**src/rtl/counter_sequencer.sv**
```systemverilog
// Four-digit BCD up/down counter driven by a start/stop/clear sequencer.
// Buttons are synchronised and edge-detected; steps are paced by a prescaler.
module counter_sequencer #(
  parameter int unsigned PRESCALE = 4
) (
  input  logic        inc,
  input  logic        reset,
  input  logic        btn_start,
  input  logic        btn_stop,
  input  logic        btn_clear,
  input  logic        dir,
  output logic [15:0] count,
  output logic [1:0]  state,
  output logic        running,
  output logic        wrap
);

  typedef enum logic [1:0] {
    StIdle  = 2'b00,
    StRun   = 2'b01,
    StPause = 2'b10
  } state_e;

  localparam logic [15:0] PreMax = 16'(PRESCALE - 1);

  // Bit order in the button vectors: [0] start, [1] stop, [2] clear.
  logic [2:0] btn;
  logic [2:0] sync1_q, sync2_q, sync3_q;
  logic [2:0] ev;
  logic       start_ev, stop_ev, clear_ev;

  state_e      state_q, state_d;
  logic [15:0] pre_q, pre_d;
  logic [15:0] count_q, count_d;
  logic        running_q, running_d;
  logic        wrap_q, wrap_d;

  logic        step;
  logic [15:0] bcd_next;
  logic        carry;
  logic [3:0]  dig;

  assign btn      = {btn_clear, btn_stop, btn_start};
  assign ev       = sync2_q & ~sync3_q;
  assign start_ev = ev[0];
  assign stop_ev  = ev[1];
  assign clear_ev = ev[2];

  always_ff @(posedge inc or negedge reset) begin
    if (!reset) begin
      sync1_q <= '0;
      sync2_q <= '0;
      sync3_q <= '0;
    end else begin
      sync1_q <= btn;
      sync2_q <= sync1_q;
      sync3_q <= sync2_q;
    end
  end

  always_comb begin
    state_d = state_q;
    if (clear_ev) begin
      state_d = StIdle;
    end else begin
      case (state_q)
        StIdle:  if (start_ev) state_d = StRun;
        StRun:   if (stop_ev)  state_d = StPause;
        StPause: if (start_ev) state_d = StRun;
        default: state_d = StIdle;
      endcase
    end
  end

  // Prescaler only advances in RUN; PAUSE keeps the partial interval for resume.
  always_comb begin
    pre_d = pre_q;
    step  = 1'b0;
    if (clear_ev || state_q == StIdle) begin
      pre_d = '0;
    end else if (state_q == StRun) begin
      if (pre_q == PreMax) begin
        pre_d = '0;
        step  = 1'b1;
      end else begin
        pre_d = pre_q + 16'd1;
      end
    end
  end

  // Ripple BCD increment/decrement; carry out of the top digit marks a wrap.
  always_comb begin
    bcd_next = count_q;
    carry    = 1'b1;
    dig      = '0;
    for (int i = 0; i < 4; i++) begin
      dig = count_q[4*i +: 4];
      if (carry) begin
        if (dir) begin
          if (dig >= 4'd9) begin
            bcd_next[4*i +: 4] = 4'd0;
          end else begin
            bcd_next[4*i +: 4] = dig + 4'd1;
            carry = 1'b0;
          end
        end else begin
          if (dig == 4'd0) begin
            bcd_next[4*i +: 4] = 4'd9;
          end else begin
            bcd_next[4*i +: 4] = dig - 4'd1;
            carry = 1'b0;
          end
        end
      end
    end
  end

  always_comb begin
    count_d   = count_q;
    wrap_d    = 1'b0;
    running_d = (state_d == StRun);
    if (clear_ev) begin
      count_d = '0;
    end else if (step) begin
      count_d = bcd_next;
      wrap_d  = carry;
    end
  end

  always_ff @(posedge inc or negedge reset) begin
    if (!reset) begin
      state_q   <= StIdle;
      pre_q     <= '0;
      count_q   <= '0;
      running_q <= 1'b0;
      wrap_q    <= 1'b0;
    end else begin
      state_q   <= state_d;
      pre_q     <= pre_d;
      count_q   <= count_d;
      running_q <= running_d;
      wrap_q    <= wrap_d;
    end
  end

  assign count   = count_q;
  assign state   = state_q;
  assign running = running_q;
  assign wrap    = wrap_q;

endmodule

```
**config.mk**
```make
export PLATFORM = sky130hd
export DESIGN_NAME = counter_sequencer
export DESIGN_NICKNAME = d
export VERILOG_FILES = /design/src/rtl/counter_sequencer.sv
export SDC_FILE = /design/constraint.sdc
export NUM_CORES = 1
export LEC_CHECK = 0
export CAP_MARGIN = 20
export CORE_MARGIN = 4
export CORE_UTILIZATION = 58
export CTS_CLUSTER_SIZE = 24
export DETAILED_ROUTE_END_ITERATION = 7
export PLACE_DENSITY = 0.85
export SETUP_SLACK_MARGIN = 0.4
export SYNTH_ARGS = -nofsm -noshare
export SYNTH_HDL_FRONTEND = slang
export SYNTH_SLANG_ARGS = --single-unit
```
**constraint.sdc**
```tcl
create_clock -name inc -period 2.96 [get_ports inc]
set_input_delay 0.592 -clock inc [delete_from_list [all_inputs] [get_ports inc]]
set_output_delay 0.592 -clock inc [all_outputs]
set_load 0.03 [all_outputs]
```
Yosys cells after proc, flatten, opt, wreduce, memory -nomap -nowiden
Index checks and enable logic that the tools add are counted.

word-level totals
  input port bits = 6
  output and inout port bits = 20
  memories = 0
  flip-flop bits (word level) = 45
  memory bits (writable) = 0
  bits in latches = 0
  ROM bits = 0

cells by class
  reductions and logical operators = 15
  bitwise operators = 2
  $mul = 0
  shifts and indexed selects = 0
  equal/unequal tests = 4
  muxes and demuxes = 44
  divide/modulo/power cells = 0
  $add $sub $neg = 9
  $lt $le $gt $ge = 4

operators with widths
  kind                                                                 count
  16-bit two-way mux                                                   5
  4-bit two-way mux                                                    15
  1-bit two-way mux                                                    20
  16-bit by 1-bit adder with 16-bit output (second input constant)     1
  4-bit by 1-bit adder with 4-bit output (second input constant)       4
  16-bit by 2-bit == test with 1-bit output (second input constant)    1
  4-bit greater-or-equal comparator (second input constant)            4
  4-bit zero test                                                      4
  4-bit by 1-bit subtractor with 4-bit output (second input constant)  4
  2-bit nonzero test                                                   5
  2-bit two-way mux                                                    3
  2-bit AND reduction                                                  3
  2-bit by 1-bit == test with 1-bit output (second input constant)     2
  2-bit one-hot mux with 2 select lines                                1
  3-bit bitwise AND                                                    1
  3-bit NOT                                                            1
  2-bit == test (second input constant)                                1
  2-bit zero test                                                      1
  2-bit OR reduction                                                   1
  1-bit logical OR                                                     1

Longest topological paths before layout
Gate-level depths: netlist (run 1).

  depth after elaboration = 8
  depth in mapped cells = 8
  depth with buffers taken out = 7

Least setup slack after synthesis (run 1)
OpenSTA, ideal clock, no wires.

  path type = register to register
  start point = register count_q[0], in the netlist count[0]
  end point = register count_q[10], in the netlist count[10]
  cell stages (with the launch flop) = 9
  data arrival time = 2.291 ns
  data required time = 2.888 ns
  buffers on the path = 1
  path slack = 0.596 ns
  cell sequence = dfrtp_1 -> clkbuf_1 -> inv_1 -> ha_1 -> or3b_2 -> a31oi_4 -> nor4_4 -> mux2_2 -> nor2_1

between the ends
  longest elaborated chain between the ends = 6

ends and longest elaborated chain
  element                                                               RTL line  source
  start: declaration                                                    34        logic [15:0] count_q, count_d;
  start signal: assignment                                              140       count_q <= count_d;
  4-bit greater-or-equal comparator or 4-bit zero test (tied branches)  100, 107
  1-bit two-way mux (on tied branches)                                  100, 107
  1-bit two-way mux *                                                   99        if (dir) begin
  1-bit two-way mux *                                                   98        if (carry) begin
  2-bit nonzero test (no source line) *                                 n/a
  2-bit AND reduction (no source line) *                                n/a

Every way passes the cells marked *; elsewhere a longest branch is shown, timed or not.
A chain may end at the register's enable or synchronous reset.

Worst setup path in the final report (run 1)
  start point = register count_q[4], in the netlist count[4]
  end point = register count_q[9], in the netlist count[9]

Same word-level chain as after synthesis.

==> impl_results.md, run 1 <==
* Register area share after synthesis at 0.394
* Layout Skew at 0.0118 ns
* Critical path destination: count[9]
* CTS tree: done
* Clk pin slew, worst setup/hold paths at 0.09 ns
* Initial Util at 0.601
* Mux cell area share after synthesis at 0.0512
* # diodes at 0
* Overflow after GRT at 0
* Overall global routing resource usage at 0.219
* Worst Hold Class: flop to flop
* First-pass DRT Iterations at 4
* Post-DR wirelength/cell at 15.0 um
* R2R cell count at 7
* Met2 WL at 2.77 mm
* Fin util at 0.676
* Final Power at 1.25 mW
* Worst EP arrival at 2.65 ns
* # port buffers at 25
* Post-synth top flop: dfrtp_1
* DR vias/cell at 6.02
* Max Used Layer: met4
* Layout cells sized above 1 at 0.0821
* Largest family of logic cells by synthesized area: simple AND/OR/NAND/NOR gates
* R2r endpoint: count[9]
* Yosys top cell by area: dfrtp_1
* Die height at 78.2 um
* Met1 wire length at 2.73 mm
* Endpoints failing setup at 0
* Flop-to-flop setup slack at 0.55 ns
* CP Data Required Time at 3.20 ns
* Largest cells by area after synthesis: dfrtp_1 39%, ha_1 6.1%, nor2_1 4.2%
* Ys async rst share at 1.00
* Net count after synthesis at 331
* Die Area at 6110 um^2
* Pwr Density at 390 nW/um^2
* Final net count at 348
* Synth top area share at 0.394
* Die W at 78.2 um
* Synth Area in Compound Gates at 0.173
* First-pass GRT wire length at 10.8 mm
* Worst VDD drop at 0.322 mV
* CTS max path bufs at 2
* Hold Fails Final Rpt at 0
* Cell Chain, Critical Path: inv_1, ha_1, or3b_4, o22a_4, nor4_4, mux2_2, nor2_1
* Yosys reg bits at 45
* DPL Wire Length at 4.13 mm
* I/O pin count at 26
* Worst Setup SP: count[4]
* Layout area overhead at 12.5%
* Max stage delay on crit path at 0.48 ns
* Slew HR at 0.354
* Num CTS Buffers at 5
* Commonest cells after routing, fill and taps aside: 45 x dfrtp_1, 32 x nor2_1, 28 x nand2_1, 24 x clkdlybuf4s50_1, 17 x o21ai_0
* Worst Max-Slew Pin Slew at 0.970 ns
* HP Start: sync1_q[0]
* Cells after Synth at 311
* Slew Limit Fails at 0
* Final non-filler cell total at 396
* Core area at 4750 um^2
* F_max at 415 MHz
* Largest net degree at the start of global routing at 46
* CP Launch Type: flop
* Row cnt at 25
* Library cells used by synthesis at 62
* Critical path class: flop to flop
* Final WL at 5.94 mm
* Worst-Skew Late Latency at 0.31 ns
* TritonCTS Sinks at 45
* DRC errors left at 0
* Max-Cap Viols at 0
* Final period util at 0.815
* Post-Synth Simple-Gate Area at 0.236
* Crit. End Element: flop
* Synth Area in Adders at 0.0613
* RSZ-0062 raised after global routing: false
* Pleak at 1.30 nW
* Placed Cells at 388
* Number of synthesized flops with an enable pin at 0
* Post-synthesis xor/xnor area fraction at 0.0368
* Slowest CP cell: dfrtp_1
* Initial antenna violation count at 0
* CP Max Fanout at 8
* Vias in the first global route at 2248
* Htree depth at 2
* Vias after detailed routing at 2384
* Post-synthesis cell area at 2860 um^2
* Synth Area per Inst at 9.19 um^2
* Commonest non-fill, non-tap cell in the layout: dfrtp_1
* DR iter-0 viols at 204
* Clk root buf: clkbuf_8
* Reg-to-Reg Start: count[4]
* ANT nets after route at 0
* Final worst path period need at 2.41 ns
* Status: finished, final reports clean
* Setup tns final at 0 ns
* Final GP Congestion at 0.879
* Yosys warns at 0
* Met3 wire length at 337 um
per-layer routing:
metal,vias to the layer above,GRT usage
met4,0,0.0857
met2,93,0.335
met3,12,0.0459
met1,1140,0.305
met5,-,0
li1,1139,-
timing repair:
item,4_1_cts,5_1_grt
hold buffers,0,0
setup endpoints to repair,0,4
setup buffers,0,0
resized for setup,0,0
layout make-up:
type	instances	area (um^2)
Sequential cell	45	1130
Clock buffer	5	68.8
Timing Repair Buffer	27	260
Inverter	16	60.1
Multi-Input combinational cell	233	1600
Fill cell	402	1540
Clock inverter	3	21.3
Tap cell	67	83.8
per-stage QoR:
stage / setup slack, ns / hold slack [ns] / area [um^2]
finish: 0.549 / 0.358 / 3220
global placement: 0.348 / 0.333 / 3130
global route: 0.411 / 0.362 / 3220
floorplan: 0.596 / 0.296 / 2860
detailed placement: 0.287 / 0.336 / 3130
CTS: 0.491 / 0.357 / 3220
cells by family after synthesis:
family / Yosys count
AO/OA/AOI/OAI: 72
multiplexers: 14
adder cells (fa/ha/maj): 14
buffers and inverters: 33
flip-flops: 45
XOR/XNOR: 12
AND/OR/NAND/NOR: 121
cell usage after synthesis (2+ instances only):
cell type  count
o32ai_1        2
a22oi_1        2
dfrtp_1       45
and2_1         3
nand3b_1       6
nor2b_1        4
o221ai_1       2
o31ai_1        2
nand2b_1       5
xor2_1         7
and3_1         3
or3_1          2
nand3_1       10
nor3_1         4
xnor2_1        5
nor2_1        32
and4_1         3
or3b_2         2
nor3b_1        3
o21bai_1       3
clkbuf_1       9
nor4b_1        2
a21oi_1       16
ha_1          14
mux2i_1        9
buf_2          3
mux2_2         5
a21boi_0       2
nor4_1         3
nand2_1       28
o21ai_0       17
nand4_1        3
a211oi_1       7
a31oi_1        3
inv_1         16
buf_1          3
report_power, final:
part | switching (mW) | internal [mW] | leakage, nW
combinational | 0.125 | 0.0801 | 0.647
sequential | 0.0248 | 0.632 | 0.604
clock | 0.224 | 0.168 | 0.0445
total | 0.375 | 0.880 | 1.30
flip-flops by register name, summed over array words and instances (netlist names):
signal,flops
running,1
state,2
sync1_q,3
count,16
sync3_q,3
pre_q,16
sync2_q,3
wrap,1
critical path: cells and delay by family, from the launching register on:
kind	cells	cell delay, ns
and+or+nand+nor	3	0.83
adders and majority gates	1	0.25
DFF	1	0.48
muxes	1	0.39
AOI/OAI and AO/OA	1	0.24
buffers and inverters	1	0.14
worst min path at each step:
stage	end	cells after the start
final	sync2_q[0]	0
after global routing	sync2_q[0]	0
after CTS	sync2_q[0]	0
after detailed placement	sync2_q[0]	0
after global placement	sync2_q[0]	0
after floorplan	count[0]	0
Power figures use the tool's default switching activity.
==> run 2: changes to the inputs <==
Settings changed: CORE_UTILIZATION 58 to 52, PLACE_DENSITY 0.85 to 0.81.
Clock period 2.96 ns to 2.05 ns, I/O delays scaled along.
==> impl_results.md, run 2 (synthesis gave the netlist of run 1 again) <==
* CP Data Required Time at 2.29 ns (-0.91 ns)
* Overflow after GRT at 0 (unchanged)
* # port buffers at 25 (unchanged)
* Placed Cells at 417 (+7.5%)
* Final period util at 0.972 (+0.157)
* R2r endpoint: count[9]
* Clk root buf: clkbuf_8
* Htree depth at 2 (unchanged)
* TritonCTS Sinks at 45 (unchanged)
* Post-DR wirelength/cell at 16.7 um (+11%)
* Clock share of power at 0.292 (-0.020)
* Vias in the first global route at 2600 (+16%)
* R2R cell count at 8 (+1)
* Sequential fraction of design power at 0.468 (-0.056)
* Worst Hold Class: input pin to async pin
* Worst EP arrival at 2.24 ns (-0.41 ns)
* CP Max Fanout at 6 (-2)
* Final non-filler cell total at 447 (+13%)
* Crit path buf inv count at 2 (+1)
* Initial antenna violation count at 0 (unchanged)
* Commonest non-fill, non-tap cell in the layout: buf_4
* Layout Skew at 0.0105 ns (-0.00136 ns)
* Switch share at 0.310 (+0.0115)
* Crit. End Element: flop
* Layout area overhead at 32.4%
* Row cnt at 26 (+4.0%)
* Initial Util at 0.549 (-0.0520)
* CP Launch Type: flop
* Clk pin slew, worst setup/hold paths at 0.09 ns (about the same)
* Int Pwr at 1.39 mW (+58%)
* Final setup margin at 0.0575 ns (-0.491 ns)
* Die W at 82.1 um (+5.0%)
* Status: finished, final reports clean
* Die Area at 6750 um^2 (+10%)
* CTS hold repair buffers at 0 (unchanged)
* Commonest cells after routing, fill and taps aside: 41 x buf_4, 39 x dfrtp_1, 25 x nand2_1, 24 x nor2_1, 15 x o21ai_0
* Design area at 3780 um^2 (+18%)
* Die height at 82.1 um (+5.0%)
* Slew HR at 0.581 (+0.227)
* Layout cells sized above 1 at 0.334 (+0.252)
* Delay-heaviest family, CP: simple AND/OR/NAND/NOR gates
* DR vias/cell at 5.85 (-2.9%)
* Pleak at 1.66 nW (+28%)
* Worst-Skew Late Latency at 0.31 ns (about the same)
* DR iter-0 viols at 145 (-29%)
* Critical path class: flop to flop
* Final WL at 7.45 mm (+25%)
* First-pass GRT wire length at 12.2 mm (+13%)
* Pwr Density at 531 nW/um^2 (+36%)
* Sw Pwr at 623 uW (+66%)
* CTS max path bufs at 2 (unchanged)
* # diodes at 0 (unchanged)
* Final worst path period need at 1.99 ns (-0.419 ns)
* Worst VDD drop at 0.442 mV (+37%)
* Fin util at 0.727 (+0.0508)
* Placed Area at 3420 um^2 (+9.4%)
* Final GP Congestion at 0.864 (-1.7%)
* Hold Fails Final Rpt at 0 (unchanged)
* DRC errors left at 0 (unchanged)
* Overall global routing resource usage at 0.236 (+0.0171)
* RSZ-0062 raised after global routing: true
* Reg-to-Reg Start: count[5]
* Endpoints failing setup at 0 (unchanged)
* Final net count at 396 (+14%)
* CTS tree: done
* F_max at 502 MHz (+21%)
* Vias after detailed routing at 2614 (+9.6%)
* Core area at 5200 um^2 (+9.5%)
* Slowest CP cell: dfrtp_2
* Dpl ws at -0.241 ns (-0.528 ns)
* Cell Chain, Critical Path: inv_2, ha_4, or3b_4, o22a_4, nor4_4, buf_6, mux2_4, nor2_2
* First-pass DRT Iterations at 5 (+1)
* Flop-to-flop setup slack at 0.06 ns (-0.49 ns)
* ANT nets after route at 0 (unchanged)
* Max-Cap Viols at 0 (unchanged)
* Worst Max-Slew Pin Slew at 0.628 ns (-0.341 ns)
* Max stage delay on crit path at 0.43 ns (-0.05 ns)
* Setup tns final at 0 ns (unchanged)
* DPL Wire Length at 4.71 mm (+14%)
* Combinational share of power at 0.240 (+0.076)
* I/O pin count at 26 (unchanged)
* Largest net degree at the start of global routing at 27 (-41%)
* Num CTS Buffers at 5 (unchanged)
* Slew Limit Fails at 0 (unchanged)
==> run 2: cell types whose count changed in the layout (fill, tap and decap cells not counted), moves of 5 or more <==
| cell | before | now |
|---|---|---|
| nor2_1 | 32 | 24 |
| clkbuf_2 | 0 | 10 |
| buf_6 | 0 | 7 |
| dfrtp_2 | 0 | 6 |
| buf_4 | 2 | 41 |
| clkdlybuf4s50_1 | 24 | 3 |
| dfrtp_1 | 45 | 39 |
| inv_1 | 16 | 11 |
| nor2_2 | 0 | 6 |
| dlygate4sd2_1 | 0 | 8 |
==> run 2: metal layers <==
metal,global-route usage,up-vias,part of all wire
met5,0,-,0
met4,0.0914,0,0.013
met3,0.0401,8,0.048
met2,0.395,81,0.52
met1,0.306,1290,0.42
li1,-,1235,-
==> run 2: how the worst max path moves through the flow <==
stage,from,end,slack [ns],cells after the start
3_5_place_dp,dir,count[9],-0.24,7
2_1_floorplan,count[0],count[9],-0.05,8
4_1_cts,count[4],count[9],0.05,8
3_3_place_gp,dir,count[10],-0.17,7
6_report,count[5],count[9],0.06,8
5_1_grt,count[4],count[8],-0.06,8
==> run 2: cell type report <==
class	count	area, um^2
multi-input cells	234	1810
fillers	369	1420
flip-flops and latches	45	1130
repair buffers	74	594
well taps	70	87.6
clock buffers	5	68.8
inverters	16	62.6
clock inverters	3	25.0
==> run 2: through the flow <==
step                power, mW  hold WS [ns]
finish                   2.01         0.105
global route             2.10         0.143
CTS                      1.98         0.116
detailed placement       1.33         0.335
global placement         1.32         0.332
floorplan                1.21         0.114
==> run 2: repair_timing <==
action / 4_1_cts / 5_1_grt
setup buffers: 17 / 4
cloned: 0 / 1
hold endpoints to repair: 0 / 0
resized for setup: 59 / 32
pin swaps: 10 / 15
setup endpoints to repair: 53 / 46
==> run 2: power groups by stage <==
stage	clock network, mW	registers, mW	logic, mW
detailed placement	0	0.964	0.367
floorplan	0	0.979	0.235
finish	0.587	0.941	0.482
global route	0.630	0.945	0.522
global placement	0	0.962	0.356
CTS	0.594	0.941	0.445
==> run 3: changes to the inputs <==
Settings changed: GPL_ROUTABILITY_DRIVEN set to 0.
==> results of run 3 <==
No change in the layout: final DEF, timing and power equal those of run 2.
